==> src/rtl/codec_dac_i2s_tx_if.sv <==
// Audio sample bus from the DAC register block into the I2S serialiser.
// The {left, right} word moves over a valid/ready handshake.
interface codec_dac_i2s_tx_if #(
  parameter int DATA_W = 16
);
  logic [2*DATA_W-1:0] audio_data;
  logic                audio_valid;
  logic                audio_ready;

  modport master (
    output audio_data,
    output audio_valid,
    input  audio_ready
  );

  modport slave (
    input  audio_data,
    input  audio_valid,
    output audio_ready
  );
endinterface

==> src/rtl/codec_dac_i2s_tx.sv <==
// I2S transmitter for a WM8731 DAC in slave mode. It generates BCLK and DACLRCK and
// serialises {left, right} words. A holding register feeds the shift register.
module codec_dac_i2s_tx #(
  parameter int DATA_W   = 16,
  parameter int BCLK_DIV = 16
) (
  input  logic              sys_clk,
  input  logic              sys_rst_n,
  input  logic              enable,
  codec_dac_i2s_tx_if.slave bus,
  output logic              dac_bclk,
  output logic              dac_lrck,
  output logic              dac_dat,
  output logic              frame_start,
  output logic              underrun,
  input  logic              underrun_clr
);

  localparam int FRAME_W = 2 * DATA_W;
  localparam int CNT_W   = $clog2(FRAME_W);
  localparam int DIV_W   = $clog2(BCLK_DIV);

  localparam logic [CNT_W-1:0] BIT_LAST  = CNT_W'(FRAME_W - 1);
  localparam logic [CNT_W-1:0] BIT_RIGHT = CNT_W'(DATA_W);
  localparam logic [DIV_W-1:0] DIV_LAST  = DIV_W'(BCLK_DIV - 1);

  logic [FRAME_W-1:0] hold_q,       hold_d;
  logic               hold_full_q,  hold_full_d;
  logic [FRAME_W-1:0] shreg_q,      shreg_d;
  logic [FRAME_W-1:0] last_frame_q, last_frame_d;
  logic [DIV_W-1:0]   div_cnt_q,    div_cnt_d;
  logic [CNT_W-1:0]   bit_cnt_q,    bit_cnt_d;
  logic               bclk_q,       bclk_d;
  logic               lrck_q,       lrck_d;
  logic               dat_q,        dat_d;
  logic               frame_start_q, frame_start_d;
  logic               underrun_q,   underrun_d;

  logic               accept_s;
  logic               tick_s;
  logic [CNT_W-1:0]   bit_next_s;

  // Next-state logic: handshake, BCLK divider, and the serialiser on each BCLK fall.
  always_comb begin
    hold_d        = hold_q;
    hold_full_d   = hold_full_q;
    shreg_d       = shreg_q;
    last_frame_d  = last_frame_q;
    div_cnt_d     = div_cnt_q;
    bit_cnt_d     = bit_cnt_q;
    bclk_d        = bclk_q;
    lrck_d        = lrck_q;
    dat_d         = dat_q;
    frame_start_d = 1'b0;
    underrun_d    = underrun_q;

    accept_s   = bus.audio_valid & ~hold_full_q;
    tick_s     = (div_cnt_q == DIV_LAST);
    bit_next_s = (bit_cnt_q == BIT_LAST) ? {CNT_W{1'b0}} : bit_cnt_q + CNT_W'(1);

    if (accept_s) begin
      hold_d      = bus.audio_data;
      hold_full_d = 1'b1;
    end else begin
      hold_d      = hold_q;
    end

    if (underrun_clr) begin
      underrun_d = 1'b0;
    end else begin
      underrun_d = underrun_q;
    end

    if (!enable) begin
      div_cnt_d = {DIV_W{1'b0}};
      bit_cnt_d = BIT_LAST;
      bclk_d    = 1'b0;
      lrck_d    = 1'b0;
      dat_d     = 1'b0;
      shreg_d   = {FRAME_W{1'b0}};
    end else if (!tick_s) begin
      div_cnt_d = div_cnt_q + DIV_W'(1);
    end else begin
      div_cnt_d = {DIV_W{1'b0}};
      bclk_d    = ~bclk_q;
      if (bclk_q) begin
        bit_cnt_d = bit_next_s;
        dat_d     = shreg_q[FRAME_W-1];
        // Loading at the fall that drops LRCK puts the left MSB one BCLK later.
        if (bit_next_s == {CNT_W{1'b0}}) begin
          lrck_d        = 1'b0;
          frame_start_d = 1'b1;
          if (hold_full_q) begin
            shreg_d      = hold_q;
            last_frame_d = hold_q;
            hold_full_d  = 1'b0;
          end else begin
            shreg_d      = last_frame_q;
            underrun_d   = 1'b1;
          end
        end else begin
          shreg_d = {shreg_q[FRAME_W-2:0], 1'b0};
          if (bit_next_s == BIT_RIGHT) begin
            lrck_d = 1'b1;
          end else begin
            lrck_d = lrck_q;
          end
        end
      end else begin
        bit_cnt_d = bit_cnt_q;
      end
    end
  end

  // State registers with asynchronous active-low reset.
  always_ff @(posedge sys_clk or negedge sys_rst_n) begin
    if (!sys_rst_n) begin
      hold_q        <= {FRAME_W{1'b0}};
      hold_full_q   <= 1'b0;
      shreg_q       <= {FRAME_W{1'b0}};
      last_frame_q  <= {FRAME_W{1'b0}};
      div_cnt_q     <= {DIV_W{1'b0}};
      bit_cnt_q     <= BIT_LAST;
      bclk_q        <= 1'b0;
      lrck_q        <= 1'b0;
      dat_q         <= 1'b0;
      frame_start_q <= 1'b0;
      underrun_q    <= 1'b0;
    end else begin
      hold_q        <= hold_d;
      hold_full_q   <= hold_full_d;
      shreg_q       <= shreg_d;
      last_frame_q  <= last_frame_d;
      div_cnt_q     <= div_cnt_d;
      bit_cnt_q     <= bit_cnt_d;
      bclk_q        <= bclk_d;
      lrck_q        <= lrck_d;
      dat_q         <= dat_d;
      frame_start_q <= frame_start_d;
      underrun_q    <= underrun_d;
    end
  end

  assign bus.audio_ready = ~hold_full_q;
  assign dac_bclk        = bclk_q;
  assign dac_lrck        = lrck_q;
  assign dac_dat         = dat_q;
  assign frame_start     = frame_start_q;
  assign underrun        = underrun_q;

endmodule

==> src/flat_wrapper.sv <==
// flat-port wrapper written by rule: the top's interface ports become plain ports
module codec_dac_i2s_tx_flat 
#(
  parameter int DATA_W   = 16,
  parameter int BCLK_DIV = 16
)
  (sys_clk, sys_rst_n, enable, dac_bclk, dac_lrck, dac_dat, frame_start, underrun, underrun_clr, bus_audio_data, bus_audio_valid, bus_audio_ready);
  codec_dac_i2s_tx_if #(.DATA_W(DATA_W)) bus_i ();
  input  logic sys_clk;
  input  logic sys_rst_n;
  input  logic enable;
  output logic dac_bclk;
  output logic dac_lrck;
  output logic dac_dat;
  output logic frame_start;
  output logic underrun;
  input  logic underrun_clr;
  input wire logic [$bits(bus_i.audio_data)-1:0] bus_audio_data;
  input wire logic [$bits(bus_i.audio_valid)-1:0] bus_audio_valid;
  output wire logic [$bits(bus_i.audio_ready)-1:0] bus_audio_ready;
  assign bus_i.audio_data = bus_audio_data;
  assign bus_i.audio_valid = bus_audio_valid;
  assign bus_audio_ready = bus_i.audio_ready;
  codec_dac_i2s_tx #(.DATA_W(DATA_W), .BCLK_DIV(BCLK_DIV)) u_core (.sys_clk(sys_clk), .sys_rst_n(sys_rst_n), .enable(enable), .bus(bus_i), .dac_bclk(dac_bclk), .dac_lrck(dac_lrck), .dac_dat(dac_dat), .frame_start(frame_start), .underrun(underrun), .underrun_clr(underrun_clr));
endmodule
==> config.mk <==
export PLATFORM = sky130hd
export DESIGN_NAME = codec_dac_i2s_tx_flat
export DESIGN_NICKNAME = d
export VERILOG_FILES = /design/src/rtl/codec_dac_i2s_tx_if.sv /design/src/rtl/codec_dac_i2s_tx.sv /design/src/flat_wrapper.sv
export SDC_FILE = /design/constraint.sdc
export NUM_CORES = 1
export LEC_CHECK = 0
export BUFFER_PORTS_ARGS = -buffer_cell sky130_fd_sc_hd__buf_4
export CORE_MARGIN = 2
export CORE_UTILIZATION = 45
export CTS_CLUSTER_DIAMETER = 80
export DETAILED_ROUTE_END_ITERATION = 8
export MAX_ROUTING_LAYER = met4
export PLACE_DENSITY_LB_ADDON = 0.05
export SLEW_MARGIN = 0
export SYNTH_ARGS = -nofsm -noshare
export SYNTH_HDL_FRONTEND = slang
export SYNTH_SLANG_ARGS = --single-unit
export TNS_END_PERCENT = 1
==> constraint.sdc <==
create_clock -name sys_clk -period 7.1 [get_ports sys_clk]
set_clock_uncertainty 0.2 [all_clocks]
set_input_delay 1.065 -clock sys_clk [delete_from_list [all_inputs] [get_ports sys_clk]]
set_output_delay 1.065 -clock sys_clk [all_outputs]
set_load 0.005 [all_outputs]
=== Yosys cells after proc, flatten, opt, wreduce, memory -nomap -nowiden ===
Index checks and enable logic that the tools add are counted.

* Flip-flop bits (word level): 111
* Latch bits: 0
* RAM bits: 0
* ROM bits: 0
* Input port bits: 37
* Memories kept: 0

* $add $sub $neg: 2
* Multipliers: 0
* Div/mod/pow operators: 0
* Order comparisons: 0
* Equal/unequal tests: 6
* Shift operators: 0
* Multiplexer cells: 37
* Bitwise operators: 3
* Reduce and logical (&&, ||, !) cells: 4

{| class="wikitable"
|+ Operator list
! kind !! number
|-
| 32-bit 2-to-1 mux || 5
|-
| 1-bit 2-to-1 mux || 26
|-
| 5-bit 2-to-1 mux || 4
|-
| 5-bit equality test, second input constant || 2
|-
| 4-bit 2-to-1 mux || 2
|-
| 5-bit by 1-bit adder with 5-bit output, second input constant || 1
|-
| 5-bit logical NOT || 1
|-
| 4-bit by 1-bit adder with 4-bit output, second input constant || 1
|-
| 4-bit equality test, second input constant || 1
|-
| 2-bit by 1-bit != test with 1-bit output, second input constant || 2
|-
| 4-bit AND reduction || 1
|-
| 3-bit by 1-bit != test with 1-bit output, second input constant || 1
|-
| 3-bit AND reduction || 1
|-
| 1-bit NOT || 2
|-
| 2-bit AND reduction || 1
|-
| 1-bit AND || 1
|}

=== Depth between registers and ports, before layout ===
* Depth in word-level cells: 8
* Gate-level depth with buffers: 10
* Depth with buffers taken out: 8

=== Worst setup path after synthesis ===
Ideal clock, no wire load.

* Kind: reg2reg
* Start point: register u_core.bit_cnt_q[0]
* End point: register u_core.last_frame_q[10]
* Setup time: 0.125 ns
* Arrival time: 2.309 ns
* Data required time: 6.775 ns
* Slack: 4.466 ns
* Stages on the path, launching flop included: 9
* Clock period less this slack: 2.634 ns
* Path through: dfstp_2 > ha_1 > and3_1 > ha_1 > nor3_4 > and4_4 > buf_6 > buf_12 > mux2_4

* Cells in the longest elaborated chain, start to end: 4
* Elaborated cells on any way between the ends: 5
* Those cells by class: add/sub (1); eq/ne (1); mux (1); reduce/logical (2)

{| class="wikitable"
|+ RTL lines
! item !! RTL line !! text
|-
| from (decl) || codec_dac_i2s_tx.sv:32 || <nowiki>logic [CNT_W-1:0] bit_cnt_q, bit_cnt_d;</nowiki>
|-
| from (signal assigned) || codec_dac_i2s_tx.sv:135 || <nowiki>bit_cnt_q <= bit_cnt_d;</nowiki>
|-
| 5-bit by 1-bit adder with 5-bit output / 5-bit equality test (equally long branches) || codec_dac_i2s_tx.sv:59 || <nowiki>bit_next_s = (bit_cnt_q == BIT_LAST) ? {CNT_W{1'b0}} : bit_cnt_q + CNT_W'(1);</nowiki>
|-
| 5-bit 2-to-1 mux (*) || codec_dac_i2s_tx.sv:59 ||
|-
| 5-bit logical NOT (*) || codec_dac_i2s_tx.sv:90 || <nowiki>if (bit_next_s == {CNT_W{1'b0}}) begin</nowiki>
|-
| 4-bit AND reduction (no source line) (*) || - ||
|-
| to (signal assigned) || codec_dac_i2s_tx.sv:121 || <nowiki>last_frame_q <= {FRAME_W{1'b0}};</nowiki>
|-
| to (signal assigned) || codec_dac_i2s_tx.sv:133 || <nowiki>last_frame_q <= last_frame_d;</nowiki>
|-
| to (decl) || codec_dac_i2s_tx.sv:30 || <nowiki>logic [FRAME_W-1:0] last_frame_q, last_frame_d;</nowiki>
|}

Every way passes the cells marked *; elsewhere a longest branch is shown, timed or not.
A chain may end at the register's enable or synchronous reset.

=== Final worst setup path ===
* Start point: register u_core.bit_cnt_q[0]
* End point: register u_core.last_frame_q[23]

Same word-level chain as after synthesis.

==> out/summary.txt <==
Critical path's most frequent cell = ha_1
Reg2reg start = u_core.bit_cnt_q[0]
Syn Area/Cell = 12.2 µm²
Hold path start = u_core.shreg_q[1]
Hold buffers post-CTS = 0
Drt via density = 5.45
Final Hold Fails = 0
Worst Setup End Kind = flip-flop
CP top delay family = simple AND/OR/NAND/NOR gates
Bufs and invs on worst path = 1
Slowest library cell on the worst path = nand3_2
Num rows = 38
Clock transition at the registers of the reported paths = 0.10 ns
Clk sinks = 111
RSZ-0062 raised after global routing = false
CTS tree = yes
Period utilisation layout = 53.0%
Post-Syn Area = 4900 µm²
Area Growth Syn to Fin = 12.4%
Largest net degree at the start of global routing = 64
Clock Latency Late Sink = 0.37 ns
Final setup viols = 0
Final total power = 1120 µW
Synth Register Bits = 111
Critical path type = flip-flop to flip-flop
Register area share after synthesis = 56.8%
Clock buffer count from CTS = 9
Die ar. = 11,700 µm²
MaxCap Viol Count = 0
Peak supply drop = 0.0000992 V
Static Leak = 0.00264 µW
Hpwl dp = 5650 µm
Slew margin rel. = 48.5%
Worst-margin pin slew = 0.773 ns
1st-iter DRT viols = 136
CP Launch Point = u_core.bit_cnt_q[0]
Routed Wire Length = 9100 µm
Hold crit path type = flip-flop to flip-flop
Compound-gate portion of the synthesized area = 11.5%
First-pass GRT wire length = 15,800 µm
Placeable core region = 10,700 µm²
Chip width = 108 µm
Total GRT Usage = 17.7%
Worst path required time = 7.13 ns
Worst Setup Start Kind = flip-flop
Syn Inst Count = 403
XOR/XNOR share of the synthesized area = 0.536%
Global route overflow = 0
Max clock buf depth = 2
Clock period minus worst slack = 3.76 ns
I/O Buffers = 42
YS warnings = 0
Initial Util = 45.6%
Vias in the first global route = 3,290
Initial antenna violation count = 0
Status = completed
Top_reg_cell synth = dfrtp_1
CTS root buffer = clkbuf_8
Max Slew Vio Count = 0
Synth Area in Simple Gates = 6.02%
Synth Area in Adders = 0.766%
Setup TNS = 0 ns
EDFF count, synth = 0
Synth cell types = 44
Final design utilization = 51.3%
Post-synthesis mux area share = 18.7%
Worst-path cell chain = ha_1 -> and3_1 -> ha_1 -> nor3_4 -> nand3_2 -> clkinv_1 -> a21oi_1
Post_cts resized = 0
Gpl congestion = 0.841
Async SR Flop Fraction = 100%
Arrival time worst endpoint = 3.79 ns
Drt drc = 0
Largest stage delay, worst path = 0.75 ns
# H-tree levels = 3
Final ANT Viol Nets = 0
Via Count = 3,160
Antenna diode count = 0
Die height = 108 µm
Pwr/cell area = 204 nW/µm²
IO Pins = 43
Main combinational cell family by area after synthesis = multiplexers
Drt first pass iters = 6
Fmax = 266 MHz
Per-cell routed wire length = 15.7 µm
Fin nets = 475
Layout cell share with drive strength beyond 1 = 27.5%
Syn Nets = 443
Postcts setup bufs = 0
Crit path max fanout = 34
report_power, final:
part	switching [µW]	internal (µW)
combinational	33.8	36.6
sequential	15.9	655
clock	209	173
total	258	864
Yosys cell counts, types with 2 or more instances:
| master | count | share of area, % |
|---|---|---|
| o221ai_1 | 31 | 5.5 |
| buf_2 | 6 | 0.61 |
| mux2_4 | 9 | 2.8 |
| a31oi_1 | 17 | 2.2 |
| buf_1 | 7 | 0.54 |
| nand2_1 | 38 | 2.9 |
| o21ai_0 | 2 | 0.20 |
| dfrtp_1 | 106 | 54 |
| buf_6 | 2 | 0.46 |
| xnor2_1 | 2 | 0.36 |
| mux2i_1 | 33 | 6.7 |
| a21oi_1 | 20 | 2.0 |
| nor2b_1 | 2 | 0.26 |
| nand4_1 | 2 | 0.26 |
| nor2_1 | 6 | 0.46 |
| mux2_2 | 36 | 8.3 |
| and3_1 | 2 | 0.26 |
| mux2_1 | 4 | 0.92 |
| clkbuf_1 | 11 | 0.84 |
| a211o_1 | 2 | 0.36 |
| ha_1 | 3 | 0.77 |
| nand3_1 | 2 | 0.20 |
| inv_1 | 35 | 2.7 |
| dfstp_2 | 5 | 2.7 |
flip-flops by register name, indices dropped and copies added (netlist names):
signal	flops
u_core.hold_q	32
u_core.shreg_q	32
u_core.bit_cnt_q	5
u_core.hold_full_q	1
u_core.last_frame_q	32
u_core.dac_dat	1
u_core.dac_lrck	1
u_core.dac_bclk	1
u_core.frame_start	1
u_core.div_cnt_q	4
u_core.underrun	1
stage by stage:
| stage | cell area, µm² | cells | hold WS, ns | setup WS [ns] |
|---|---|---|---|---|
| 2_1_floorplan | 4900 | 403 | 0.256 | 4.47 |
| 3_3_place_gp | 5320 | 564 | 0.268 | 3.36 |
| 3_5_place_dp | 5320 | 564 | 0.273 | 3.28 |
| 4_1_cts | 5510 | 580 | 0.299 | 3.29 |
| 5_1_grt | 5510 | 580 | 0.325 | 3.03 |
| 6_report | 5510 | 580 | 0.295 | 3.34 |
cells in the final DEF (no fill, tap or decap), types with 2 or more instances in the layout:
cell type and count:
dfrtp_1 105, buf_4 48, nand2_1 38, mux2_2 36
inv_1 35, mux2i_1 33, o221ai_1 31, a21oi_1 20
a31oi_1 17, clkbuf_8 10, mux2_4 9, nor2_1 5
dfstp_2 5, mux2_1 4, ha_1 3, and3_1 2
xnor2_1 2, nand3_1 2, o21ai_0 2, nand4_1 2
a211o_1 2, clkinv_2 2
per-layer routing:
layer / vias to the layer above / GRT usage, % / part of all wire [%]
met5: - / - / 0
met4: 0 / 5.40 / 1.2
met2: 47 / 28.0 / 47
met1: 1585 / 22.9 / 49
li1: 1516 / - / -
met3: 12 / 3.74 / 3.3
path summary, 6_finish.rpt:
check,to,slack [ns],cells after the start
max in group asynchronous,u_core.hold_full_q,4.97,2
worst min-delay path,u_core.shreg_q[1],0.29,2
worst max-delay path,u_core.last_frame_q[23],3.34,7
worst max register to register,u_core.last_frame_q[23],3.34,7
worst min register to register,u_core.shreg_q[1],0.29,2
min in group asynchronous,u_core.div_cnt_q[3],0.57,1
cell type report:
class	instances	area (µm²)
inverters	37	139
clock buffers	11	141
clock inverters	5	56.3
repair buffers	48	360
well taps	140	175
flip-flops and latches	111	2790
multi-input cells	228	1860
fillers	996	5230
worst reg2reg max path: cells and delay by family, from the launching register on:
kind / cells / cell delay, ns
buffers and inverters: 1 / 0.59
AOI/OAI and AO/OA: 1 / 0.13
DFF: 1 / 0.59
and+or+nand+nor: 3 / 1.57
adders and majority gates: 2 / 0.54
logic make-up (layout without fill, tap and decap cells):
group	Yosys count	count (layout)
DFF	111	111
xor gates and xnor gates	3	3
and+or+nand+nor	61	61
AOI/OAI and AO/OA	79	79
buffers and inverters	64	101
adders and majority gates	3	3
muxes	82	82
Power figures use the tool's default switching activity.
